File: config.mk
export PLATFORM = sky130hd
export DESIGN_NAME = crypto_key_scheduler_flat
export DESIGN_NICKNAME = d
export VERILOG_FILES = /design/src/rtl/crypto_key_scheduler_pkg.sv /design/src/rtl/crypto_key_scheduler_if.sv /design/src/rtl/crypto_key_scheduler_axis_reg_slice.sv /design/src/rtl/crypto_key_scheduler.sv /design/src/flat_wrapper.sv
export SDC_FILE = /design/constraint.sdc
export NUM_CORES = 2
export LEC_CHECK = 0
export CORE_AREA = 2 2 354 356
export DETAILED_ROUTE_END_ITERATION = 8
export DIE_AREA = 0 0 356 358
export GPL_TIMING_DRIVEN = 0
export PLACE_DENSITY = 0.55
export REMOVE_ABC_BUFFERS = 1
export SYNTH_ARGS = -nofsm -noshare
export SYNTH_HDL_FRONTEND = slang
export SYNTH_SLANG_ARGS = --single-unit
File: constraint.sdc
create_clock -name axi_aclk -period 87 [get_ports axi_aclk]
set_input_delay 26.1 -clock axi_aclk [delete_from_list [all_inputs] [get_ports axi_aclk]]
set_output_delay 26.1 -clock axi_aclk [all_outputs]
set_load 0.03 [all_outputs]
File: src/rtl/crypto_key_scheduler_pkg.sv
// Shared definitions for the crypto key scheduler: FSM state encoding,
// key/epoch widths and default stream widths.
package crypto_key_scheduler_pkg;

   localparam int KEY_WIDTH       = 32;
   localparam int EPOCH_WIDTH     = 8;
   localparam int DEF_DATA_WIDTH  = 256;
   localparam int DEF_TUSER_WIDTH = 128;

   typedef enum logic {
      ST_SOP = 1'b0,
      ST_MID = 1'b1
   } state_t;

   typedef logic [KEY_WIDTH-1:0] key_t;

endpackage

File: src/rtl/crypto_key_scheduler_if.sv
// AXI4-Stream bundle used on both sides of the key scheduler.
// master drives the beat, slave returns tready.
interface crypto_key_scheduler_if
   import crypto_key_scheduler_pkg::*;
#(
   parameter int DATA_WIDTH  = DEF_DATA_WIDTH,
   parameter int TUSER_WIDTH = DEF_TUSER_WIDTH
);
   logic [DATA_WIDTH-1:0]   tdata;
   logic [DATA_WIDTH/8-1:0] tstrb;
   logic [TUSER_WIDTH-1:0]  tuser;
   logic                    tvalid;
   logic                    tlast;
   logic                    tready;

   modport master (output tdata, tstrb, tuser, tvalid, tlast, input tready);
   modport slave  (input tdata, tstrb, tuser, tvalid, tlast, output tready);
endinterface

File: src/rtl/crypto_key_scheduler_axis_reg_slice.sv
// Single-stage valid/ready register slice carrying an opaque payload.
// Full throughput: a new beat is taken whenever the output is empty or drained.
module crypto_key_scheduler_axis_reg_slice #(
   parameter int WIDTH = 1
) (
   input  logic             axi_aclk,
   input  logic             axi_reset,
   input  logic             s_valid,
   output logic             s_ready,
   input  logic [WIDTH-1:0] s_payload,
   output logic             m_valid,
   input  logic             m_ready,
   output logic [WIDTH-1:0] m_payload
);

   assign s_ready = !m_valid || m_ready;

   // Output register: load on every upstream transfer, hold while stalled.
   // NOTE: sequential state uses non-blocking assignments so every register
   // samples pre-edge values regardless of block ordering.
   always_ff @(posedge axi_aclk or posedge axi_reset) begin
      if (axi_reset) begin
         m_valid   <= 1'b0;
         m_payload <= '0;
      end else if (s_ready) begin
         m_valid <= s_valid;
         if (s_valid) begin
            m_payload <= s_payload;
         end
      end
   end

endmodule

File: src/rtl/crypto_key_scheduler.sv
// Per-interface key scheduler in front of the crypto datapath.
// Selects a 32-bit key on each packet's first beat from the source-port
// one-hot in tuser and presents it beat-aligned with a registered stream.
// Host key updates land in a shadow table; a commit copies shadow to active
// only at a packet boundary.
// Optional build macro CRYPTO_KEY_STATS_EN adds pkt_count / nosrc_count.
module crypto_key_scheduler
   import crypto_key_scheduler_pkg::*;
#(
   parameter int C_AXIS_DATA_WIDTH  = DEF_DATA_WIDTH,
   parameter int C_AXIS_TUSER_WIDTH = DEF_TUSER_WIDTH,
   parameter int NUM_KEYS           = 4,
   parameter int SRC_PORT_POS       = 16,
   localparam int IDX_WIDTH         = $clog2(NUM_KEYS)
) (
   input  logic                          axi_aclk,
   input  logic                          axi_reset,
   crypto_key_scheduler_if.slave         s_axis,
   crypto_key_scheduler_if.master        m_axis,
   output key_t                          m_key,
   input  logic                          cfg_wr_en,
   input  logic [IDX_WIDTH-1:0]          cfg_wr_idx,
   input  key_t                          cfg_wr_key,
   input  logic                          cfg_commit,
   output logic                          commit_pending,
   output logic [EPOCH_WIDTH-1:0]        key_epoch
`ifdef CRYPTO_KEY_STATS_EN
   ,
   output logic [31:0]                   pkt_count,
   output logic [15:0]                   nosrc_count
`endif
);

   localparam int F_WIDTH = 2 * NUM_KEYS;
   localparam int PAYLOAD_WIDTH = 1 + C_AXIS_TUSER_WIDTH + C_AXIS_DATA_WIDTH/8
                                + C_AXIS_DATA_WIDTH + KEY_WIDTH;

   key_t                   active_tbl [NUM_KEYS];
   key_t                   shadow_tbl [NUM_KEYS];
   state_t                 state;
   key_t                   cur_key;
   key_t                   sel_key;
   key_t                   beat_key;
   logic [F_WIDTH-1:0]     src_field;
   logic [IDX_WIDTH-1:0]   src_idx;
   logic                   accept;
   logic                   next_is_sop;
   logic                   swap_now;
   logic [PAYLOAD_WIDTH-1:0] s_payload;
   logic [PAYLOAD_WIDTH-1:0] m_payload;

   assign accept    = s_axis.tvalid && s_axis.tready;
   assign src_field = s_axis.tuser[SRC_PORT_POS +: F_WIDTH];

   // Lowest set source bit wins; MAC and DMA of one interface share a key.
   // NOTE: the default assignment first keeps this block free of latches.
   always_comb begin
      src_idx = '0;
      for (int i = F_WIDTH - 1; i >= 0; i--) begin
         if (src_field[i]) begin
            src_idx = IDX_WIDTH'(i >> 1);
         end
      end
   end

   assign sel_key     = active_tbl[src_idx];
   assign beat_key    = (state == ST_SOP) ? sel_key : cur_key;
   assign next_is_sop = accept ? s_axis.tlast : (state == ST_SOP);
   assign swap_now    = commit_pending && !cfg_commit && next_is_sop;

   // Packet FSM: latch the key on the first beat, reuse it for the rest.
   always_ff @(posedge axi_aclk or posedge axi_reset) begin
      if (axi_reset) begin
         state   <= ST_SOP;
         cur_key <= '0;
      end else if (accept) begin
         case (state)
            ST_SOP: begin
               cur_key <= sel_key;
               state   <= s_axis.tlast ? ST_SOP : ST_MID;
            end
            ST_MID: begin
               if (s_axis.tlast) begin
                  state <= ST_SOP;
               end
            end
         endcase
      end
   end

   // Key tables and commit: shadow writes any time, swap only at a boundary.
   // NOTE: both tables are cleared by reset on purpose (keys must read as zero
   // after reset), which is why they are flops rather than a RAM.
   always_ff @(posedge axi_aclk or posedge axi_reset) begin
      if (axi_reset) begin
         for (int i = 0; i < NUM_KEYS; i++) begin
            active_tbl[i] <= '0;
            shadow_tbl[i] <= '0;
         end
         commit_pending <= 1'b0;
         key_epoch      <= '0;
      end else begin
         if (cfg_wr_en) begin
            shadow_tbl[cfg_wr_idx] <= cfg_wr_key;
         end
         if (swap_now) begin
            for (int i = 0; i < NUM_KEYS; i++) begin
               active_tbl[i] <= shadow_tbl[i];
            end
            key_epoch <= key_epoch + 1'b1;
         end
         if (cfg_commit) begin
            commit_pending <= 1'b1;
         end else if (swap_now) begin
            commit_pending <= 1'b0;
         end
      end
   end

`ifdef CRYPTO_KEY_STATS_EN
   // Statistics: completed packets and first beats without a source port.
   always_ff @(posedge axi_aclk or posedge axi_reset) begin
      if (axi_reset) begin
         pkt_count   <= '0;
         nosrc_count <= '0;
      end else if (accept) begin
         if (s_axis.tlast) begin
            pkt_count <= pkt_count + 32'd1;
         end
         if (state == ST_SOP && src_field == '0 && nosrc_count != 16'hFFFF) begin
            nosrc_count <= nosrc_count + 16'd1;
         end
      end
   end
`endif

   assign s_payload = {s_axis.tlast, s_axis.tuser, s_axis.tstrb, s_axis.tdata, beat_key};
   assign {m_axis.tlast, m_axis.tuser, m_axis.tstrb, m_axis.tdata, m_key} = m_payload;

   crypto_key_scheduler_axis_reg_slice #(
      .WIDTH (PAYLOAD_WIDTH)
   ) u_axis_reg_slice (
      .axi_aclk  (axi_aclk),
      .axi_reset (axi_reset),
      .s_valid   (s_axis.tvalid),
      .s_ready   (s_axis.tready),
      .s_payload (s_payload),
      .m_valid   (m_axis.tvalid),
      .m_ready   (m_axis.tready),
      .m_payload (m_payload)
   );

endmodule

File: src/flat_wrapper.sv
// flat-port wrapper written by rule: the top's interface ports become plain ports
module crypto_key_scheduler_flat import crypto_key_scheduler_pkg::*;
#(
   parameter int C_AXIS_DATA_WIDTH  = DEF_DATA_WIDTH,
   parameter int C_AXIS_TUSER_WIDTH = DEF_TUSER_WIDTH,
   parameter int NUM_KEYS           = 4,
   parameter int SRC_PORT_POS       = 16,
   localparam int IDX_WIDTH         = $clog2(NUM_KEYS)
)
  (axi_aclk, axi_reset, m_key, cfg_wr_en, cfg_wr_idx, cfg_wr_key, cfg_commit, commit_pending, key_epoch, s_axis_tdata, s_axis_tstrb, s_axis_tuser, s_axis_tvalid, s_axis_tlast, s_axis_tready, m_axis_tdata, m_axis_tstrb, m_axis_tuser, m_axis_tvalid, m_axis_tlast, m_axis_tready);
  crypto_key_scheduler_if #(.DATA_WIDTH((256)), .TUSER_WIDTH((128))) s_axis_i ();
  crypto_key_scheduler_if #(.DATA_WIDTH((256)), .TUSER_WIDTH((128))) m_axis_i ();
  input  logic axi_aclk;
  input  logic axi_reset;
  output key_t m_key;
  input  logic cfg_wr_en;
  input  logic [IDX_WIDTH-1:0] cfg_wr_idx;
  input  key_t cfg_wr_key;
  input  logic cfg_commit;
  output logic commit_pending;
  output logic [EPOCH_WIDTH-1:0] key_epoch;
  input wire logic [$bits(s_axis_i.tdata)-1:0] s_axis_tdata;
  input wire logic [$bits(s_axis_i.tstrb)-1:0] s_axis_tstrb;
  input wire logic [$bits(s_axis_i.tuser)-1:0] s_axis_tuser;
  input wire logic [$bits(s_axis_i.tvalid)-1:0] s_axis_tvalid;
  input wire logic [$bits(s_axis_i.tlast)-1:0] s_axis_tlast;
  output wire logic [$bits(s_axis_i.tready)-1:0] s_axis_tready;
  output wire logic [$bits(m_axis_i.tdata)-1:0] m_axis_tdata;
  output wire logic [$bits(m_axis_i.tstrb)-1:0] m_axis_tstrb;
  output wire logic [$bits(m_axis_i.tuser)-1:0] m_axis_tuser;
  output wire logic [$bits(m_axis_i.tvalid)-1:0] m_axis_tvalid;
  output wire logic [$bits(m_axis_i.tlast)-1:0] m_axis_tlast;
  input wire logic [$bits(m_axis_i.tready)-1:0] m_axis_tready;
  assign s_axis_i.tdata = s_axis_tdata;
  assign s_axis_i.tstrb = s_axis_tstrb;
  assign s_axis_i.tuser = s_axis_tuser;
  assign s_axis_i.tvalid = s_axis_tvalid;
  assign s_axis_i.tlast = s_axis_tlast;
  assign s_axis_tready = s_axis_i.tready;
  assign m_axis_tdata = m_axis_i.tdata;
  assign m_axis_tstrb = m_axis_i.tstrb;
  assign m_axis_tuser = m_axis_i.tuser;
  assign m_axis_tvalid = m_axis_i.tvalid;
  assign m_axis_tlast = m_axis_i.tlast;
  assign m_axis_i.tready = m_axis_tready;
  crypto_key_scheduler #(.C_AXIS_DATA_WIDTH(C_AXIS_DATA_WIDTH), .C_AXIS_TUSER_WIDTH(C_AXIS_TUSER_WIDTH), .NUM_KEYS(NUM_KEYS), .SRC_PORT_POS(SRC_PORT_POS)) u_core (.axi_aclk(axi_aclk), .axi_reset(axi_reset), .s_axis(s_axis_i), .m_axis(m_axis_i), .m_key(m_key), .cfg_wr_en(cfg_wr_en), .cfg_wr_idx(cfg_wr_idx), .cfg_wr_key(cfg_wr_key), .cfg_commit(cfg_commit), .commit_pending(commit_pending), .key_epoch(key_epoch));
endmodule
==> metrics.txt <==
commonest non-fill, non-tap cells in the layout 1227 x nand2_1, 916 x clkdlybuf4s50_1, 716 x dfrtp_1; RSZ-0062 raised after global routing no; Final Max Slew Viols 0; Setup CP Type in -> out; Post-Syn Area 27200 um^2; min cycle time layout 53.51 ns; worst r2r path cells 9; setup slack at placement 33.50 ns; Worst Hold Path EP u_core.u_axis_reg_slice.m_payload[420]$_DFFE_PP0P_; Die H 358 um; vias in the first global route 21975; via density per instance 4.16; Worst Path Required 60.90 ns; largest net degree at the start of global routing 123; CORE AREA 123000 um^2; initial antenna violation count 58; clk sink count 716; Lkg Pwr 19.1 nW; die area 127000 um^2; # fillers 12585; Pint 0.750 mW; Clock Tree Root clkbuf_16; Post-Synth Adder-Cell Area 0.000459; sequential power share 0.402; worst-margin pin slew 1.08 ns; Gate power share 0.261; synth unique cells 31; nature of the critical path startpoint input pin; CP max FO 7; post-synthesis mux area share 0.110; drt pass-1 iters 5; DR iter-0 viols 1314; die span in x 356 um; wire per inst 23.9 um; min-delay src u_core.u_axis_reg_slice.m_payload[420]$_DFFE_PP0P_; total gr overflow 0; Post-Synthesis Cells 2518; PD cells 26.3 nW/um^2; Peak VDD IR 15.9 uV; maximum root-to-sink buffer count 3; post-CTS setup buffer count 0; clk_skew 0.0350 ns; NetSw 0.352 mW; Hold Path Cell Cnt 2; slew margin rel. 0.276; hold_ws 0.471 ns; CTS tree done; #FFs+latches synth 716; YS warnings 0; global-route wire length before repair 169000 um; reg2reg end u_core.u_axis_reg_slice.m_payload[389]$_DFFE_PP0P_; layout cells sized above 1 0.134; clk_lat worst skew 0.65 ns; power share of the clock group 0.337; GRT Resource Usage Total 0.189; Simple-Gate Fraction of Synth Area 0.175; xor/xnor cell area share of the yosys netlist 0.00225; net switching fraction of the power 0.319; DP Wirelength 97400 um; post-route ant nets 0; compound-cell area share of the yosys netlist 0.0315; Final Hold Viols 0; Area Overhead vs Synth 53.6%; crit end category primary output; status finished clean; Resize count post-CTS 0; setup TNS 0 ns; FMAX 0.0187 GHz; Num CTS Buffers 85; Setup Viol. Count Final 0; worst reg2reg startpoint u_core.u_axis_reg_slice.m_valid$_DFFE_PP0N_; total number of vias 21512; Worst EP arrival 27.41 ns; commonest non-fill, non-tap cell in the layout nand2_1; # hold bufs at CTS 0; Final Worst Setup Slack 33.49 ns; Core Util, Final 0.339; Detailed Route WL 123000 um; CTS H-tree lvls 3; max-cap viol count 0; Syn Area/Cell 10.8 um^2; Placer Congestion 0.878; # IOs 917; floorplan row count 129; HP Class reg -> reg; flop-to-flop setup slack 84.22 ns; Seq/Total Area, Yosys 0.658; DRC 0; nets 3889; Starting Density 0.221; final worst-path cycle share 0.615; PortBufs 916; Clock transition at path regs 0.06 ns; main combinational cell family by area after synthesis simple AND/OR/NAND/NOR gates
power by group through the flow:
| stage | clock (mW) | sequential, mW | combinational, mW |
|---|---|---|---|
| after floorplan | 0 | 0.509 | 0.0912 |
| after global placement | 0 | 0.448 | 0.302 |
| after detailed placement | 0 | 0.448 | 0.291 |
| after CTS | 0.385 | 0.443 | 0.292 |
| after global routing | 0.398 | 0.452 | 0.307 |
| final | 0.371 | 0.443 | 0.287 |
cell type report:
class	count	area (um^2)	area share
well taps	1637	2050	0.0490
flip-flops and latches	716	17900	0.428
clock buffers	119	2470	0.0592
repair buffers	962	10100	0.242
inverters	4	22.5	0.000538
clock inverters	34	444	0.0106
diodes	37	92.6	0.00221
multi-input cells	1662	8710	0.208
through the flow:
| step | total power [mW] | instances | area [um^2] |
|---|---|---|---|
| 6_report | 1.10 | 5171 | 41800 |
| 5_1_grt | 1.16 | 5153 | 41800 |
| 2_1_floorplan | 0.600 | 2382 | 26600 |
| 4_1_cts | 1.12 | 5134 | 41700 |
| 3_5_place_dp | 0.740 | 4981 | 38800 |
| 3_3_place_gp | 0.749 | 4935 | 37800 |
registers in the layout (all words and copies together), names as in the netlist:
register	count
u_core.u_axis_reg_slice.m_payload	449
u_core.active_tbl	128
u_core.shadow_tbl	128
u_core.key_epoch	8
u_core.commit_pending	1
u_core.state	1
u_core.u_axis_reg_slice.m_valid	1
synth_stat cells:
| master | count | area share |
|---|---|---|
| o21ai_4 | 1 | 0.00060 |
| o22a_1 | 32 | 0.010 |
| o21ai_0 | 32 | 0.0059 |
| buf_6 | 5 | 0.0021 |
| a21oi_1 | 32 | 0.0059 |
| nor2_1 | 6 | 0.00083 |
| nand3_1 | 4 | 0.00074 |
| a21o_1 | 2 | 0.00055 |
| and3_2 | 1 | 0.00028 |
| xor2_1 | 5 | 0.0016 |
| nand3b_1 | 2 | 0.00055 |
| buf_2 | 58 | 0.011 |
| mux2_2 | 265 | 0.11 |
| nor2b_1 | 1 | 0.00023 |
| o211ai_1 | 1 | 0.00028 |
| and2_1 | 1 | 0.00023 |
| o22ai_1 | 32 | 0.0074 |
| nand2b_4 | 1 | 0.00051 |
| nor3_1 | 1 | 0.00018 |
| xnor2_1 | 2 | 0.00064 |
| buf_1 | 11 | 0.0015 |
| a21oi_2 | 1 | 0.00032 |
| nor4_1 | 3 | 0.00069 |
| clkbuf_1 | 62 | 0.0085 |
| nor3b_1 | 2 | 0.00055 |
| ha_1 | 1 | 0.00046 |
| or2_2 | 2 | 0.00046 |
| o41ai_1 | 1 | 0.00032 |
| dfrtp_1 | 716 | 0.66 |
| nand2_1 | 1231 | 0.17 |
| inv_1 | 4 | 0.00055 |
critical path: stages:
cell and delay [ns]:
clkdlybuf4s50_1 0.45, nand2b_4 0.16, clkdlybuf4s50_1 0.69
logic make-up after synthesis:
group,count (synthesis)
and+or+nand+nor,1255
DFF,716
muxes,265
buffers and inverters,140
AOI/OAI and AO/OA,134
xor gates and xnor gates,7
adders and majority gates,1
worst max path at each step:
stage                             start                                 to  slack, ns  depth (start not counted)
after floorplan           m_axis_tready                      s_axis_tready      34.62                          1
after global placement        axi_reset  u_core.active_tbl[35]$_DFFE_PP0P_      30.38                          2
after detailed placement  m_axis_tready                      s_axis_tready      33.50                          3
after CTS                 m_axis_tready                      s_axis_tready      33.49                          3
after global routing      m_axis_tready                      s_axis_tready      33.45                          3
final                     m_axis_tready                      s_axis_tready      33.49                          3
metal layers:
| metal | GRT usage | wire, um | vias to the layer above |
|---|---|---|---|
| li1 | - | - | 9962 |
| met1 | 0.213 | 46300 | 10535 |
| met2 | 0.285 | 54600 | 786 |
| met3 | 0.109 | 17000 | 211 |
| met4 | 0.0884 | 5200 | 18 |
| met5 | 0.0130 | 340 | - |
Power figures use the tool's default switching activity.
